--- config.mk ---
export PLATFORM = sky130hd
export DESIGN_NAME = msp_stream_mailbox
export DESIGN_NICKNAME = d
export VERILOG_FILES = /design/src/rtl/msp_periph_pkg.sv /design/src/rtl/mailbox_fifo.sv /design/src/rtl/msp_stream_mailbox.sv
export SDC_FILE = /design/constraint.sdc
export NUM_CORES = 1
export LEC_CHECK = 0
export BUFFER_PORTS_ARGS = -buffer_cell sky130_fd_sc_hd__buf_4
export CORE_MARGIN = 2
export CORE_UTILIZATION = 57
export DETAILED_ROUTE_END_ITERATION = 10
export GPL_ROUTABILITY_DRIVEN = 0
export MAX_ROUTING_LAYER = met4
export PLACE_DENSITY_LB_ADDON = 0.25
export SLEW_MARGIN = 5
export SYNTH_ARGS = -nofsm -noshare
export SYNTH_HDL_FRONTEND = slang
export SYNTH_SLANG_ARGS = --single-unit
export TNS_END_PERCENT = 10
--- constraint.sdc ---
create_clock -name mclk -period 4.1 [get_ports mclk]
set_input_delay 0.41 -clock mclk [delete_from_list [all_inputs] [get_ports mclk]]
set_output_delay 0.41 -clock mclk [all_outputs]
set_load 0.01 [all_outputs]
--- src/rtl/msp_periph_pkg.sv ---
// ---------------------------------------------------------------------------
// msp_periph_pkg
// Shared definitions for MSP430 peripheral-bus blocks:
//   - word offsets of the mailbox registers relative to the block base address
//   - state encoding of the mailbox presentation FSM
//   - helper that packs the mailbox STATUS word
// ---------------------------------------------------------------------------
package msp_periph_pkg;

  localparam logic [13:0] OFS_DATA   = 14'd0;
  localparam logic [13:0] OFS_REQ    = 14'd1;
  localparam logic [13:0] OFS_ACK    = 14'd2;
  localparam logic [13:0] OFS_STATUS = 14'd3;
  localparam logic [13:0] OFS_IEN    = 14'd4;

  typedef enum logic [1:0] {
    ST_IDLE    = 2'd0,
    ST_PRESENT = 2'd1,
    ST_RELEASE = 2'd2
  } mbx_state_t;

  // STATUS layout: [15]=full, [14]=empty, [7:0]=FIFO occupancy
  function automatic logic [15:0] status_word(input logic full,
                                              input logic empty,
                                              input logic [7:0] count);
    status_word = {full, empty, 6'h00, count};
  endfunction

endpackage

--- src/rtl/mailbox_fifo.sv ---
// ---------------------------------------------------------------------------
// mailbox_fifo
// Synchronous FIFO holding stream samples until software collects them.
// Parameter FIFO_DEPTH must be a power of two >= 2; pointers wrap naturally.
// Ports:
//   mclk, puc_rst   clock, asynchronous active-high reset
//   i_push, i_data  write request / sample (ignored when full)
//   i_pop           read request (ignored when empty); o_data is the head
//   o_full, o_empty occupancy flags
//   o_count         occupancy 0..FIFO_DEPTH
//   o_head_vld      registered "was non-empty last cycle" qualifier
// ---------------------------------------------------------------------------
module mailbox_fifo #(
  parameter int FIFO_DEPTH = 8
) (
  input  logic                          mclk,
  input  logic                          puc_rst,
  input  logic                          i_push,
  input  logic [15:0]                   i_data,
  input  logic                          i_pop,
  output logic [15:0]                   o_data,
  output logic                          o_full,
  output logic                          o_empty,
  output logic [$clog2(FIFO_DEPTH):0]   o_count,
  output logic                          o_head_vld
);

  localparam int AW = $clog2(FIFO_DEPTH);
  localparam int CW = AW + 1;

  logic [15:0]   r_mem [FIFO_DEPTH];
  logic [AW-1:0] r_wr_ptr;
  logic [AW-1:0] r_rd_ptr;
  logic [CW-1:0] r_count;
  logic          r_head_vld;
  logic          w_push_ok;
  logic          w_pop_ok;

  assign o_full     = (r_count == CW'(FIFO_DEPTH));
  assign o_empty    = (r_count == CW'(0));
  assign o_count    = r_count;
  assign o_data     = r_mem[r_rd_ptr];
  assign o_head_vld = r_head_vld;

  // A full FIFO refuses a push even when a pop happens in the same cycle
  assign w_push_ok = i_push & ~o_full;
  assign w_pop_ok  = i_pop & ~o_empty;

  // Sample storage; contents are don't-care until the pointers say otherwise
  always_ff @(posedge mclk) begin
    if (w_push_ok) begin
      r_mem[r_wr_ptr] <= i_data;
    end
  end

  // Pointers, occupancy and the delayed non-empty qualifier
  always_ff @(posedge mclk or posedge puc_rst) begin
    if (puc_rst) begin
      r_wr_ptr   <= '0;
      r_rd_ptr   <= '0;
      r_count    <= '0;
      r_head_vld <= 1'b0;
    end else begin
      // The reader only sees an entry one cycle after the count shows it,
      // which gives the two-edge push-to-present latency.
      r_head_vld <= (r_count != CW'(0));
      if (w_push_ok) begin
        r_wr_ptr <= r_wr_ptr + AW'(1);
      end
      if (w_pop_ok) begin
        r_rd_ptr <= r_rd_ptr + AW'(1);
      end
      case ({w_push_ok, w_pop_ok})
        2'b10:   r_count <= r_count + CW'(1);
        2'b01:   r_count <= r_count - CW'(1);
        default: r_count <= r_count;
      endcase
    end
  end

endmodule

--- src/rtl/msp_stream_mailbox.sv ---
// ---------------------------------------------------------------------------
// msp_stream_mailbox
// Hardware-to-software mailbox on the MSP430 peripheral bus. Stream samples
// are queued in a FIFO and handed to software one at a time with a two-phase
// Cout/Cin handshake where hardware initiates (Cout) and software answers (Cin).
// Optional feature macro: MSP_STREAM_MAILBOX_IRQ_EN (adds irq output and IEN).
// Ports:
//   mclk, puc_rst            clock, asynchronous active-high reset
//   per_addr/din/en/we       peripheral bus access (word address, full-word
//                            writes only), per_dout combinational read data
//   in_data/in_valid         stream sample input, in_ready = FIFO not full
//   irq (optional)           Cout & ien
// Registers (word offset from BASE_ADDR):
//   +0 DATA (ro)  +1 REQ (ro, bit0=Cout)  +2 ACK (wo, bit0=Cin)
//   +3 STATUS (ro)  +4 IEN (rw, optional)
// ---------------------------------------------------------------------------
module msp_stream_mailbox
  import msp_periph_pkg::*;
#(
  parameter int          FIFO_DEPTH = 8,
  parameter logic [13:0] BASE_ADDR  = 14'hA8
) (
  input  logic        mclk,
  input  logic        puc_rst,
  input  logic [13:0] per_addr,
  input  logic [15:0] per_din,
  input  logic        per_en,
  input  logic [1:0]  per_we,
  output logic [15:0] per_dout,
  input  logic [15:0] in_data,
  input  logic        in_valid,
  output logic        in_ready
`ifdef MSP_STREAM_MAILBOX_IRQ_EN
  ,
  output logic        irq
`endif
);

  localparam int CW = $clog2(FIFO_DEPTH) + 1;

  mbx_state_t    r_state;
  mbx_state_t    w_state_nxt;
  logic          r_cin;
  logic [15:0]   r_data;
  logic          w_pop;
  logic [15:0]   w_head;
  logic          w_full;
  logic          w_empty;
  logic [CW-1:0] w_count;
  logic          w_head_vld;
  logic [13:0]   w_ofs;
  logic          w_rd;
  logic          w_wr;
  logic          w_cout;
  logic          w_unused;

  mailbox_fifo #(
    .FIFO_DEPTH (FIFO_DEPTH)
  ) u_fifo (
    .mclk       (mclk),
    .puc_rst    (puc_rst),
    .i_push     (in_valid),
    .i_data     (in_data),
    .i_pop      (w_pop),
    .o_data     (w_head),
    .o_full     (w_full),
    .o_empty    (w_empty),
    .o_count    (w_count),
    .o_head_vld (w_head_vld)
  );

  assign in_ready = ~w_full;
  assign w_cout   = (r_state == ST_PRESENT);

  // Addresses below the base wrap to large offsets and so decode as unmapped
  assign w_ofs = per_addr - BASE_ADDR;
  assign w_rd  = per_en & (per_we == 2'b00);
  assign w_wr  = per_en & (per_we == 2'b11);

  // Only bit 0 of write data carries register content
  assign w_unused = ^per_din[15:1];

  // Presentation FSM: next state and FIFO pop
  always_comb begin
    w_state_nxt = r_state;
    w_pop       = 1'b0;
    case (r_state)
      ST_IDLE: begin
        // A Cin still high from an earlier exchange blocks presentation
        if (w_head_vld && !w_empty && !r_cin) begin
          w_pop       = 1'b1;
          w_state_nxt = ST_PRESENT;
        end else begin
          w_state_nxt = ST_IDLE;
        end
      end
      ST_PRESENT: begin
        if (r_cin) begin
          w_state_nxt = ST_RELEASE;
        end else begin
          w_state_nxt = ST_PRESENT;
        end
      end
      ST_RELEASE: begin
        if (!r_cin) begin
          w_state_nxt = ST_IDLE;
        end else begin
          w_state_nxt = ST_RELEASE;
        end
      end
      default: begin
        w_state_nxt = ST_IDLE;
      end
    endcase
  end

  // FSM state, Cin flag and the held DATA sample
  always_ff @(posedge mclk or posedge puc_rst) begin
    if (puc_rst) begin
      r_state <= ST_IDLE;
      r_cin   <= 1'b0;
      r_data  <= 16'h0000;
    end else begin
      r_state <= w_state_nxt;
      if (w_wr && (w_ofs == OFS_ACK)) begin
        r_cin <= per_din[0];
      end
      // DATA only changes as a sample is presented, so it is stable under REQ=1
      if (w_pop) begin
        r_data <= w_head;
      end
    end
  end

`ifdef MSP_STREAM_MAILBOX_IRQ_EN
  logic r_ien;
  logic w_ien_nxt;
  logic r_irq;

  // Next interrupt-enable value as seen after this edge
  always_comb begin
    w_ien_nxt = r_ien;
    if (w_wr && (w_ofs == OFS_IEN)) begin
      w_ien_nxt = per_din[0];
    end else begin
      w_ien_nxt = r_ien;
    end
  end

  // irq is registered from next-state values so it rises and falls with Cout
  always_ff @(posedge mclk or posedge puc_rst) begin
    if (puc_rst) begin
      r_ien <= 1'b0;
      r_irq <= 1'b0;
    end else begin
      r_ien <= w_ien_nxt;
      r_irq <= (w_state_nxt == ST_PRESENT) & w_ien_nxt;
    end
  end

  assign irq = r_irq;
`endif

  // Combinational register read mux
  always_comb begin
    per_dout = 16'h0000;
    if (w_rd) begin
      case (w_ofs)
        OFS_DATA:   per_dout = r_data;
        OFS_REQ:    per_dout = {15'h0000, w_cout};
        OFS_STATUS: per_dout = status_word(w_full, w_empty, 8'(w_count));
`ifdef MSP_STREAM_MAILBOX_IRQ_EN
        OFS_IEN:    per_dout = {15'h0000, r_ien};
`endif
        default:    per_dout = 16'h0000;
      endcase
    end else begin
      per_dout = 16'h0000;
    end
  end

endmodule

# == Word-level counts from Yosys, hierarchy flattened ==
# Memory sizes are Yosys's and may differ from the RTL's. A register that Yosys moved wholly into a read port is not among the register bits.
# Cells that the tools add are included.
# Widths: inputs -> output; s select.
# totals
input_bits,52
n_memories,1
ff_bits,14
ramBits,128
out_inout_bits,17
elab_cells,49
# memory_table
memory,depth,word_bits,read_ports,rd_clocked_by_memory_dff,write_ports,line,rtl
u_fifo.r_mem,8,16,1,1,1,mailbox_fifo.sv:31,logic [15:0] r_mem [FIFO_DEPTH];
# classes
n_addsub,5
reduce_logical,11
n_bitwise,6
muxes,11
eq_ne,9
# op_table
op,count
$pmux 16 s3,1
$eq 14x2->1 const B,2
$mux 16,1
$eq 14x1->1 const B,1
$logic_not 14->1,1
$sub 14x8->14 const B,1
$pmux 4 s2,1
$add 3x1->3 const B,2
$eq 2x2->1 const B,3
$pmux 2 s3,1
$mux 1,5
$add 4x1->4 const B,1
$and 1x1->1,4
$eq 2x1->1 const B,2
$eq 4x4->1 const B,1
$logic_not 2->1,2
$logic_not 4->1,1
$mux 2,2
$reduce_bool 4->1,1
$sub 4x1->4 const B,1
$logic_and 1x1->1,3
$logic_not 1->1,2
$not 1->1,2
$reduce_bool 2->1,1

# == Longest topological paths before layout ==
# Gate-level depths: netlist (run 1).
# depth
word_depth,9
ltp_mapped,10
mapped_depth_nobuf,10

# == By module ==
# A second synthesis (run 1) with hierarchy kept.
# unflattened
hier_cells,354
area_unflattened_um2,6680.2
# modules_own_cells
module,cells_per_inst,seq_area_each_um2,instances,area_per_inst_um2
mailbox_fifo,254,4119.0,1,5585.4
msp_stream_mailbox,100,475.5,1,1094.8

# == Worst setup path after synthesis (run 1) ==
# Ideal clock, no wire load.
# synth_path
kind,register -> register
from,register u_fifo.r_count[0] (netlist: u_fifo.o_count[0])
to,memory u_fifo.r_mem[0][0] (enable)
setup_ns,0.409
synth_period_minus_slack_ns,2.632
stages_incl_launch_ff,6
n_path_buf,0
t_arrival_ns,2.223
required_ns,3.691
setup_slack_ns,1.468
cell_sequence,dfrtp_1 -> nor3_1 -> nand2_1 -> nand2_1 -> or2_2 -> nor3_1
# synth_between
elab_chain_cells,5
# synth_lines
item,line,rtl
start: declaration,mailbox_fifo.sv:34,logic [CW-1:0] r_count;
start signal: assignment,mailbox_fifo.sv:74,2'b10: r_count <= r_count + CW'(1);
start signal: assignment,mailbox_fifo.sv:75,2'b01: r_count <= r_count - CW'(1);
start signal: assignment,mailbox_fifo.sv:76,default: r_count <= r_count;
$eq 4x4->1,mailbox_fifo.sv:39,assign o_full = (r_count == CW'(FIFO_DEPTH));
$not 1->1,--,
named net in_ready,msp_stream_mailbox.sv:32,output logic in_ready
$and 1x1->1,mailbox_fifo.sv:46,assign w_push_ok = i_push & ~o_full;
$mux 1,mailbox_fifo.sv:51,if (w_push_ok) begin
$mux 1 (not written as such),mailbox_fifo.sv:52,r_mem[r_wr_ptr] <= i_data;
end: declaration,mailbox_fifo.sv:31,
# The timed path passes the listed nets, and every way through them passes these cells.

# == Final worst setup path (run 1) ==
# layout_path
from,register u_fifo.r_count[0] (netlist: u_fifo.o_count[0])
to,register u_fifo.r_count[3] (netlist: u_fifo.o_count[3])
# layout_between
elab_chain_cells,9
elab_cells_between_ends,17
classes_between,add/sub (2); eq/ne (3); mux (3); bitwise (4); reduce/logical (5)
# layout_lines
item,line,rtl
$logic_not 4->1 *,mailbox_fifo.sv:40,assign o_empty = (r_count == CW'(0));
$logic_not 1->1,msp_stream_mailbox.sv:90,if (w_head_vld && !w_empty && !r_cin) begin
$logic_and 1x1->1 (2 in series),msp_stream_mailbox.sv:90,
$mux 1,msp_stream_mailbox.sv:90,
$mux 1,msp_stream_mailbox.sv:87,case (r_state)
$and 1x1->1 *,mailbox_fifo.sv:47,assign w_pop_ok = i_pop & ~o_empty;
named net u_fifo.w_pop_ok,mailbox_fifo.sv:37,logic w_pop_ok;
$eq 2x1->1 / $eq 2x2->1 (equally long branches),mailbox_fifo.sv:73,"case ({w_push_ok, w_pop_ok})"
$pmux 4 s2 / $reduce_bool 2->1 (equally long branches),--,
# Mark *: on every way through the listed nets, which the timed path passes. The rest lies on a longest branch.
# A chain may end at the register's enable or synchronous reset.

==> results of run 1 <==
-- per-stage QoR --
step / area, um2 / cells
after floorplan: 6430 / 359
after detailed placement: 7030 / 546
after global placement: 7030 / 546
final: 7640 / 578
after CTS: 7640 / 578
after global routing: 7640 / 578
-- layer usage --
metal	GRT usage (%)	wire length (um)	vias up
met4	8.66	177	0
met2	35.5	6020	112
met1	29.7	5160	1712
li1	-	-	1536
met3	5.64	733	15
met5	-	0	-
-- worst max-delay path, delay by kind of cell, from the launching register on --
family / cells / cell delay (ns)
AO/OA/AOI/OAI: 2 / 0.34
adder cells (fa/ha/maj): 2 / 0.54
XOR/XNOR: 2 / 0.27
flip-flops: 1 / 0.45
AND/OR/NAND/NOR: 3 / 0.79
buffers and inverters: 2 / 0.44
-- kinds of logic (layout without fill, tap and decap cells) --
family	Yosys count	after routing	synth area share, %
AO/OA/AOI/OAI	32	32	3.25
XOR/XNOR	8	8	1.09
adder cells (fa/ha/maj)	7	7	1.48
buffers and inverters	22	101	1.54
flip-flops	158	158	71.4
multiplexers	50	50	14.0
AND/OR/NAND/NOR	82	82	7.20
-- area by class of cell --
cell class                 instances  area, um2
multi-input combinational        179       1760
sequential                       158       4600
tap                              140        175
clock buffer                      22        474
fill                             700       3300
clock inverter                    10        136
timing repair buffer              62        465
inverter                           7       26.3
-- path summary, 6_finish.rpt --
check | from | end | slack (ns) | cells after the start
min in group mclk | in_data[13] | u_fifo.r_mem[4][13] | 0.22 | 1
max in group asynchronous | puc_rst | u_fifo.r_rd_ptr[0] | 3.74 | 3
setup / recovery | u_fifo.o_count[0] | u_fifo.o_count[3] | 1.12 | 11
hold reg to reg | r_data[8] | r_data[8] | 0.47 | 2
hold / removal | puc_rst | u_fifo.r_wr_ptr[2] | 0.06 | 3
setup reg to reg | u_fifo.o_count[0] | u_fifo.o_count[3] | 1.12 | 11
-- state kept, by name, summed over array words and instances (netlist names) --
register	count
r_state	2
u_fifo.o_head_vld	1
u_fifo.r_wr_ptr	3
u_fifo.o_count	4
u_fifo.r_rd_ptr	3
u_fifo.r_mem	128
r_cin	1
r_data	16
-- cell usage after synthesis, types with 2 or more instances --
library cell / instances
mux2_2: 2
nand2b_1: 3
buf_1: 2
a22oi_1: 3
mux4_2: 32
xnor2_1: 5
buf_2: 7
ha_1: 6
nand2_1: 30
and3_1: 10
nor3_1: 4
dfrtp_1: 30
clkbuf_1: 5
o21ai_0: 19
nor2b_1: 2
nand4b_1: 3
edfxtp_1: 128
nand3_1: 2
and2b_1: 5
a31oi_1: 2
a21oi_1: 3
xor2_1: 3
inv_1: 7
nor2_1: 9
mux2i_1: 16
-- power by group through the flow --
| stage | Combinational, mW | Clock [mW] | Sequential (mW) |
|---|---|---|---|
| floorplan | 0.946 | 0 | 2.19 |
| detailed placement | 1.11 | 0 | 2.41 |
| finish | 1.11 | 1.59 | 2.38 |
| CTS | 1.13 | 1.61 | 2.39 |
| global placement | 1.07 | 0 | 2.39 |
| global route | 1.23 | 1.68 | 2.42 |
==> out/metrics.yaml, run 1 <==
antennaDiodeCount: 0
setup_tns_ns: 0
pwr-share-seq_pct: 46.8
leakagePower_nw: 2.85
synthTopCellsByArea: "edfxtp_1 (60%), dfrtp_1 (12%), mux4_2 (11%)"
cp_data_required_time_ns: 4.39
cts_root_buf: "clkbuf_16"
rsz0062_at_grt: "no"
synth_top_area_share_pct: 59.7
path_class: "reg -> reg"
outcome: "finished, final reports clean"
numCtsBuffers: 17
ir_drop_v: 0.000348
ys_seq_area_share_pct: 71.4
synth_area_um2: 6430
synth_fp_nets: 418
rows: 38
slew_headroom_pct: 24.8
dp_slack_ns: 1.13
synth_edf_count: 128
first_iter_violations: 369
ys_seq_elements: 158
gr-total-overflow: 0
wirelength_mm: 12.1
hp-class: "in -> async"
postLayoutCoreUtil_pct: 69.8
antenna_left: 0
fin_nets: 484
finClkSkew_ns: 0.0163
antenna_found_initial: 0
cts_tree: "yes"
die_w_um: 110
ctsHoldBuffers: 0
post_cts_resized: 0
clock-sinks: 158
worst_slew_pin_slew_ns: 1.13
cts_setup_buffers: 0
cap_violations: 0
hpwlAfterDp_mm: 7.05
clock_latency_ns: 0.42
finalSetupViolCount: 0
initial_core_util_pct: 58.8
core_um2: 10900
max_stage_delay_ns: 0.62
drc: 0
p_switching_mw: 1.42
internal-power_mw: 3.65
dieHeight_um: 110
layout_commonest_cell: "edfxtp_1"
finalCritPeriodShare_pct: 72.6
worst_slack_ns: 1.12
power_density_nw_per_um2: 665
synth_cell_types: 46
wl_per_cell_um: 20.9
finalPower_mw: 5.08
end_kind: "flip-flop"
period_needed_ns: 2.98
netlist_instances: 359
io_pins: 69
cp_max_fo: 36
ys.flop_type: "edfxtp_1"
htree_num_levels: 4
p_clk_share_pct: 31.3
combPwrFrac_pct: 21.8
maxSlewViolCount: 0
drtPass1Iterations: 4
cts.clk_slew.worst_paths_ns: 0.06
crit_chain: "or4_1 > nand4b_2 > buf_4 > inv_1 > ha_1 > ha_1 > a21o_1 > a21oi_1 > xnor2_1 > nor2_1 > xor2_1"
synthArstFlopShare_pct: 19.0
crit_top_cell: "ha_1"
die-area_um2: 12200
syn_area_per_cell_um2: 17.9
final_cell_mix: "edfxtp_1 (128), buf_4 (62), mux4_2 (32)"
yosys.area.top_type: "edfxtp_1"
cts.path.max_buffers: 2
vias: 3375
area_delta_synth_final_pct: 18.7
timing.hold.ws_ns: 0.0639
yosys_warnings: 0
hold_viol: 0
cp-start-kind: "flip-flop"
grt_pass1_wl_mm: 18.5
drive_gt1_share_pct: 31.3
vias_per_cell: 5.84
crit_path_top_delay_cell: "or4_1"
io_buffer_count: 53
p_sw_share_pct: 28.0
crit_arrival_ns: 3.27
grt_pass1_vias: 3377
track_usage_pct: 22.8
grt_start_max_net_pins: 37
fmax_mhz: 336
Note: power is estimated with default switching activity, not from simulation.
==> run 2, diff against run 1 <==
Settings changed: ABC_AREA set to 1, CORE_UTILIZATION 57 to 53.
Clock period 4.1 ns to 2.7 ns, I/O delays scaled along.
==> run 2 against run 1 <==
Power rose by 21%. Design area up 4.3%. Final cell count grew 36%. Non-clock buffer count rose by 11. Worst hold slack improved by 0.014 ns. Wire length is 11% higher. Sequential power up 30%. Die area is 12% higher. Clock power rose by 47%. Via count increased by 28%. Utilization down 6.2 points. Highest routed layer unchanged.
==> out/metrics.yaml, run 2 <==
path_class: "in -> out"
layout_commonest_cell: "edfxtp_1"
met3WireLength_um: 909
regToRegSetupSlack_ns: 0.26
ys_top_cells_by_count: "edfxtp_1 (128), nor2_1 (88), nand2_1 (48), o21ai_0 (47), dfrtp_1 (30)"
first_iter_violations: 342
numCtsBuffers: 17
route.met2.wl_mm: 6.51
ir_drop_v: 0.000458
drtPass1Iterations: 5
end_kind: "primary output"
power_density_nw_per_um2: 770
min_path_cells: 1
grt_pass1_wl_mm: 21.1
hold_viol: 0
p_switching_mw: 1.54
vias: 4313
r2r_start: "u_fifo.o_count[1]"
leakagePower_nw: 2.90
worst_slew_pin_slew_ns: 0.899
cts_tree: "yes"
largest_reg_flops: 128
cts_setup_buffers: 0
drive_gt1_share_pct: 22.1
netlist_instances: 536
cp_max_fo: 14
rsz0062_at_grt: "no"
synth.most_common_cell: "edfxtp_1"
area_delta_synth_final_pct: 18.3
whs_endpoint: "u_fifo.r_mem[5][1]"
dp_slack_ns: 0.254
finalSetupViolCount: 0
core_um2: 12500
p_sw_share_pct: 25.1
antennaDiodeCount: 0
dieHeight_um: 117
p_clk_share_pct: 38.0
setup_tns_ns: 0
largest-register: "u_fifo.r_mem"
synth_area_um2: 6740
cap_violations: 0
worstHoldStart: "in_data[1]"
crit_arrival_ns: 2.18
synth_top_area_share_pct: 57.0
timing.hold.ws_ns: 0.0778
gr-total-overflow: 0
ys_seq_area_share_pct: 68.2
cp_data_required_time_ns: 2.43
outcome: "finished, final reports clean"
internal-power_mw: 4.59
initial_core_util_pct: 53.8
place_inst: 751
drc: 0
r2r_end: "u_fifo.r_mem[3][2]"
finClkSkew_ns: 0.0140
worst_slack_ns: 0.250
vias_per_cell: 5.50
die-area_um2: 13600
hp-class: "in -> reg"
cts.clk_slew.worst_paths_ns: 0.06
cts_root_buf: "clkbuf_16"
top_layer_used: "met4"
ys_seq_elements: 158
wl_per_cell_um: 17.1
rows: 41
grt_start_max_net_pins: 42
synthTopCellsByArea: "edfxtp_1 (57%), dfrtp_1 (11%), nor2_1 (4.9%)"
maxSlewViolCount: 0
synth_edf_count: 128
antenna_left: 0
syn_area_per_cell_um2: 12.6
clock-sinks: 158
cp-start-kind: "primary input"
synthArstFlopShare_pct: 19.0
fin_nets: 658
synth_cell_types: 36
synth_fp_nets: 595
die_w_um: 117
htree_num_levels: 4
pwr-share-seq_pct: 50.5
fillers: 999
clock_latency_ns: 0.42
reg2reg_depth: 9
final_cell_mix: "edfxtp_1 (128), nor2_1 (88), buf_4 (71)"
finalCritPeriodShare_pct: 90.7
io_pins: 69
finalPower_mw: 6.14
combPwrFrac_pct: 11.5
fmax_mhz: 408
io_buffer_count: 53
cts.path.max_buffers: 2
track_usage_pct: 21.6
ys.flop_type: "edfxtp_1"
instances_no_fill: 784
slew_headroom_pct: 40.0
period_needed_ns: 2.45
wirelength_mm: 13.4
met1_length_mm: 5.85
yosys_warnings: 0
grt_pass1_vias: 4058
yosys.area.top_type: "edfxtp_1"
hpwlAfterDp_mm: 8.35
antenna_found_initial: 0
run 2: worst max-delay path by stage:
stage / startpoint / end / cells past startpoint
floorplan: u_fifo.o_count[1] / u_fifo.o_count[3] / 16
global placement: u_fifo.o_count[1] / u_fifo.r_mem[1][3] / 9
detailed placement: per_addr[3] / per_dout[0] / 16
CTS: u_fifo.o_count[1] / u_fifo.r_mem[3][2] / 9
global route: per_addr[3] / per_dout[0] / 16
finish: per_addr[3] / per_dout[0] / 16
run 2: per-layer routing:
metal  GRT usage (%)  vias up
met3            5.03        8
met5               -        -
li1                -     2074
met4            6.51        0
met1            27.5     2065
met2            34.8      166
run 2: area by class of cell:
type	count	area (um2)	share of cell area [%]
clock inverter	15	163	2.04
multi-input combinational	313	1870	23.5
sequential	158	4600	57.7
inverter	36	135	1.70
clock buffer	17	425	5.34
timing repair buffer	73	563	7.07
tap	172	215	2.70
run 2: repair_timing:
action | 4_1_cts | 5_1_grt
hold buffers | 1 | 0
hold endpoints to repair | 30 | 0
resized for setup | 0 | 1
setup endpoints to repair | 0 | 1
run 2: power groups by stage:
stage	Clock (mW)	Sequential, mW	Combinational [mW]
after floorplan	0	3.12	0.412
after global placement	0	3.13	0.671
after detailed placement	0	3.15	0.708
after CTS	2.37	3.10	0.714
after global routing	2.46	3.13	0.790
final	2.33	3.10	0.704
run 2: worst max-delay path: stages:
cell	delay, ns
buf_4	0.11
inv_2	0.05
ha_1	0.16
inv_1	0.07
nand2_2	0.07
nand3_1	0.09
nand2_1	0.09
inv_2	0.03
nor2_1	0.09
nand2_1	0.09
nor2_4	0.26
nand3_2	0.35
nor2_1	0.19
nor2_1	0.05
nor2_1	0.08
buf_4	0.13
run 2: cell families after synthesis:
kind of cell             synth area share [%]
AND/OR/NAND/NOR                          13.1
buffers and inverters                    4.10
flip-flops                               68.2
multiplexers                             2.38
XOR/XNOR                                0.780
AO/OA/AOI/OAI                            10.1
adder cells (fa/ha/maj)                  1.41
run 2: per-stage QoR:
| stage | area (um2) | utilization (%) |
|---|---|---|
| floorplan | 6740 | - |
| global placement | 7370 | 58.8 |
| detailed placement | 7370 | 58.8 |
| CTS | 7960 | 63.6 |
| global route | 7970 | 63.7 |
| finish | 7970 | 63.7 |
==> run 3, diff against run 2 <==
Settings changed: CORE_UTILIZATION 53 to 57.
Clock period 2.7 ns to 2.55 ns, I/O delays scaled along.
==> run 3 against run 2 <==
Design area is 0.17% lower. Critical path depth down 1. Die area decreased by 6.8%. Via count up 1.0%.
==> out/metrics.yaml, run 3 (same netlist as run 2, synthesis figures left out) <==
setup_tns_ns: 0
cts_root_buf: "clkbuf_16"
finalSetupViolCount: 0
largest-register: "u_fifo.r_mem"
r2r_end: "u_fifo.o_count[3]"
track_usage_pct: 23.1
fmax_mhz: 413
largest_reg_flops: 128
ctsHoldBuffers: 0
crit_buf_inv: 3
crit_chain: "inv_1 > nand2_2 > nor3_4 > inv_2 > nand4_4 > inv_2 > ha_1 > ha_1 > nand2_1 > nor2_1 > a211oi_2 > nor2_1 > nor2_1 > nand2_1 > xor2_1"
finalCritPeriodShare_pct: 95.1
numCtsBuffers: 17
worst_slew_pin_slew_ns: 0.881
dieHeight_um: 113
core_um2: 11500
first_iter_violations: 350
grt_start_max_net_pins: 67
reg2reg_depth: 15
maxSlewViolCount: 0
final_area_um2: 7960
antenna_left: 0
die-area_um2: 12700
cp_data_required_time_ns: 2.85
wl_per_cell_um: 17.9
rows: 39
area_delta_synth_final_pct: 18.1
path_class: "reg -> reg"
power_density_nw_per_um2: 815
period_needed_ns: 2.42
crit_arrival_ns: 2.73
grt_pass1_vias: 4221
met1_length_mm: 5.80
final_cell_mix: "edfxtp_1 (128), nor2_1 (86), buf_4 (73)"
htree_num_levels: 4
die_w_um: 113
place_inst: 724
initial_core_util_pct: 58.8
grt_pass1_wl_mm: 21.4
regToRegSetupSlack_ns: 0.13
drive_gt1_share_pct: 23.3
route.met2.wl_mm: 6.48
fin_nets: 659
gr-total-overflow: 0
vias: 4358
cts_tree: "yes"
clock-sinks: 158
wirelength_mm: 13.6
antenna_found_initial: 0
cp_top_family: "simple AND/OR/NAND/NOR gates"
top_layer_used: "met4"
max_stage_delay_ns: 0.42
crit_top_cell: "nor2_1"
end_kind: "flip-flop"
io_buffer_count: 53
cp-start-kind: "flip-flop"
drtPass1Iterations: 5
met3WireLength_mm: 1.02
slew_headroom_pct: 41.2
finClkSkew_ns: 0.00595
place_area_um2: 7340
fillers: 794
drc: 0
hold_viol: 0
clock_latency_ns: 0.42
antennaDiodeCount: 0
hpwlAfterDp_mm: 8.18
cp_max_fo: 9
vias_per_cell: 5.76
leakagePower_nw: 2.89
hp-class: "in -> async"
path_depth: 15
cap_violations: 0
ir_drop_v: 0.000678
outcome: "finished, final reports clean"
instances_no_fill: 756
finalPower_mw: 6.48
cts.clk_slew.worst_paths_ns: 0.06
layout_commonest_cell: "edfxtp_1"
io_pins: 69
r2r_start: "u_fifo.o_count[1]"
cts.path.max_buffers: 2
crit_path_top_delay_cell: "dfrtp_1"
cts_setup_buffers: 0
[run 3: cell types whose count changed in the layout (fill, tap and decap cells not counted), sizes merged]
cell         delta
buf             +2
clkinv          +1
clkinvlp        +4
dlygate4sd3     -1
inv             -5
[run 3: layer usage]
layer | vias to the layer above | global-route usage, %
met5 | - | -
met4 | 0 | 8.13
met3 | 25 | 5.46
met2 | 184 | 34.5
met1 | 2077 | 31.5
li1 | 2072 | -
[run 3: timing repair]
| action | in CTS | in global routing |
|---|---|---|
| resized for setup | 0 | 7 |
| hold endpoints to repair | 0 | 0 |
| setup endpoints to repair | 0 | 19 |
[run 3: through the flow]
step / worst slack, ns / util, % / hold slack, ns
CTS: 0.00974 / 69.1 / 0.0522
floorplan: 0.193 / - / 0.346
finish: 0.126 / 69.4 / 0.0200
detailed placement: 0.0884 / 64.0 / 0.480
global placement: 0.177 / 64.0 / 0.475
global route: -0.0161 / 69.4 / 0.0514
[run 3: cell type report]
| cell class | instances | area (um2) | area share, % |
|---|---|---|---|
| timing repair buffer | 74 | 568 | 7.14 |
| multi-input combinational | 313 | 1900 | 23.9 |
| tap | 143 | 179 | 2.25 |
| inverter | 36 | 135 | 1.70 |
| clock buffer | 17 | 425 | 5.35 |
| clock inverter | 15 | 149 | 1.87 |
| sequential | 158 | 4600 | 57.8 |
[run 3: worst max path at each step]
stage	end	slack [ns]	start
5_1_grt	u_fifo.o_count[3]	-0.02	u_fifo.o_count[1]
3_5_place_dp	u_fifo.r_mem[5][3]	0.09	u_fifo.o_count[1]
2_1_floorplan	u_fifo.o_count[3]	0.19	u_fifo.o_count[1]
3_3_place_gp	u_fifo.r_mem[5][3]	0.18	u_fifo.o_count[1]
4_1_cts	u_fifo.o_count[3]	0.01	u_fifo.o_count[1]
6_report	u_fifo.o_count[3]	0.13	u_fifo.o_count[1]
[run 3: worst reg2reg max path, cell delays in order, from the launching register on]
cell and delay (ns):
dfrtp_1 0.42, inv_1 0.12, nand2_2 0.09, nor3_4 0.17, inv_2 0.08, nand4_4 0.12, inv_2 0.05, ha_1 0.25
ha_1 0.30, nand2_1 0.07, nor2_1 0.05, a211oi_2 0.17, nor2_1 0.06, nor2_1 0.12, nand2_1 0.09, xor2_1 0.15
[run 3: report_power, final]
| group | switching (mW) | internal [mW] | leakage, nW | total, mW |
|---|---|---|---|---|
| Sequential | 0.134 | 3.16 | 1.55 | 3.30 |
| Combinational | 0.516 | 0.259 | 1.07 | 0.775 |
| Clock | 0.978 | 1.43 | 0.270 | 2.41 |
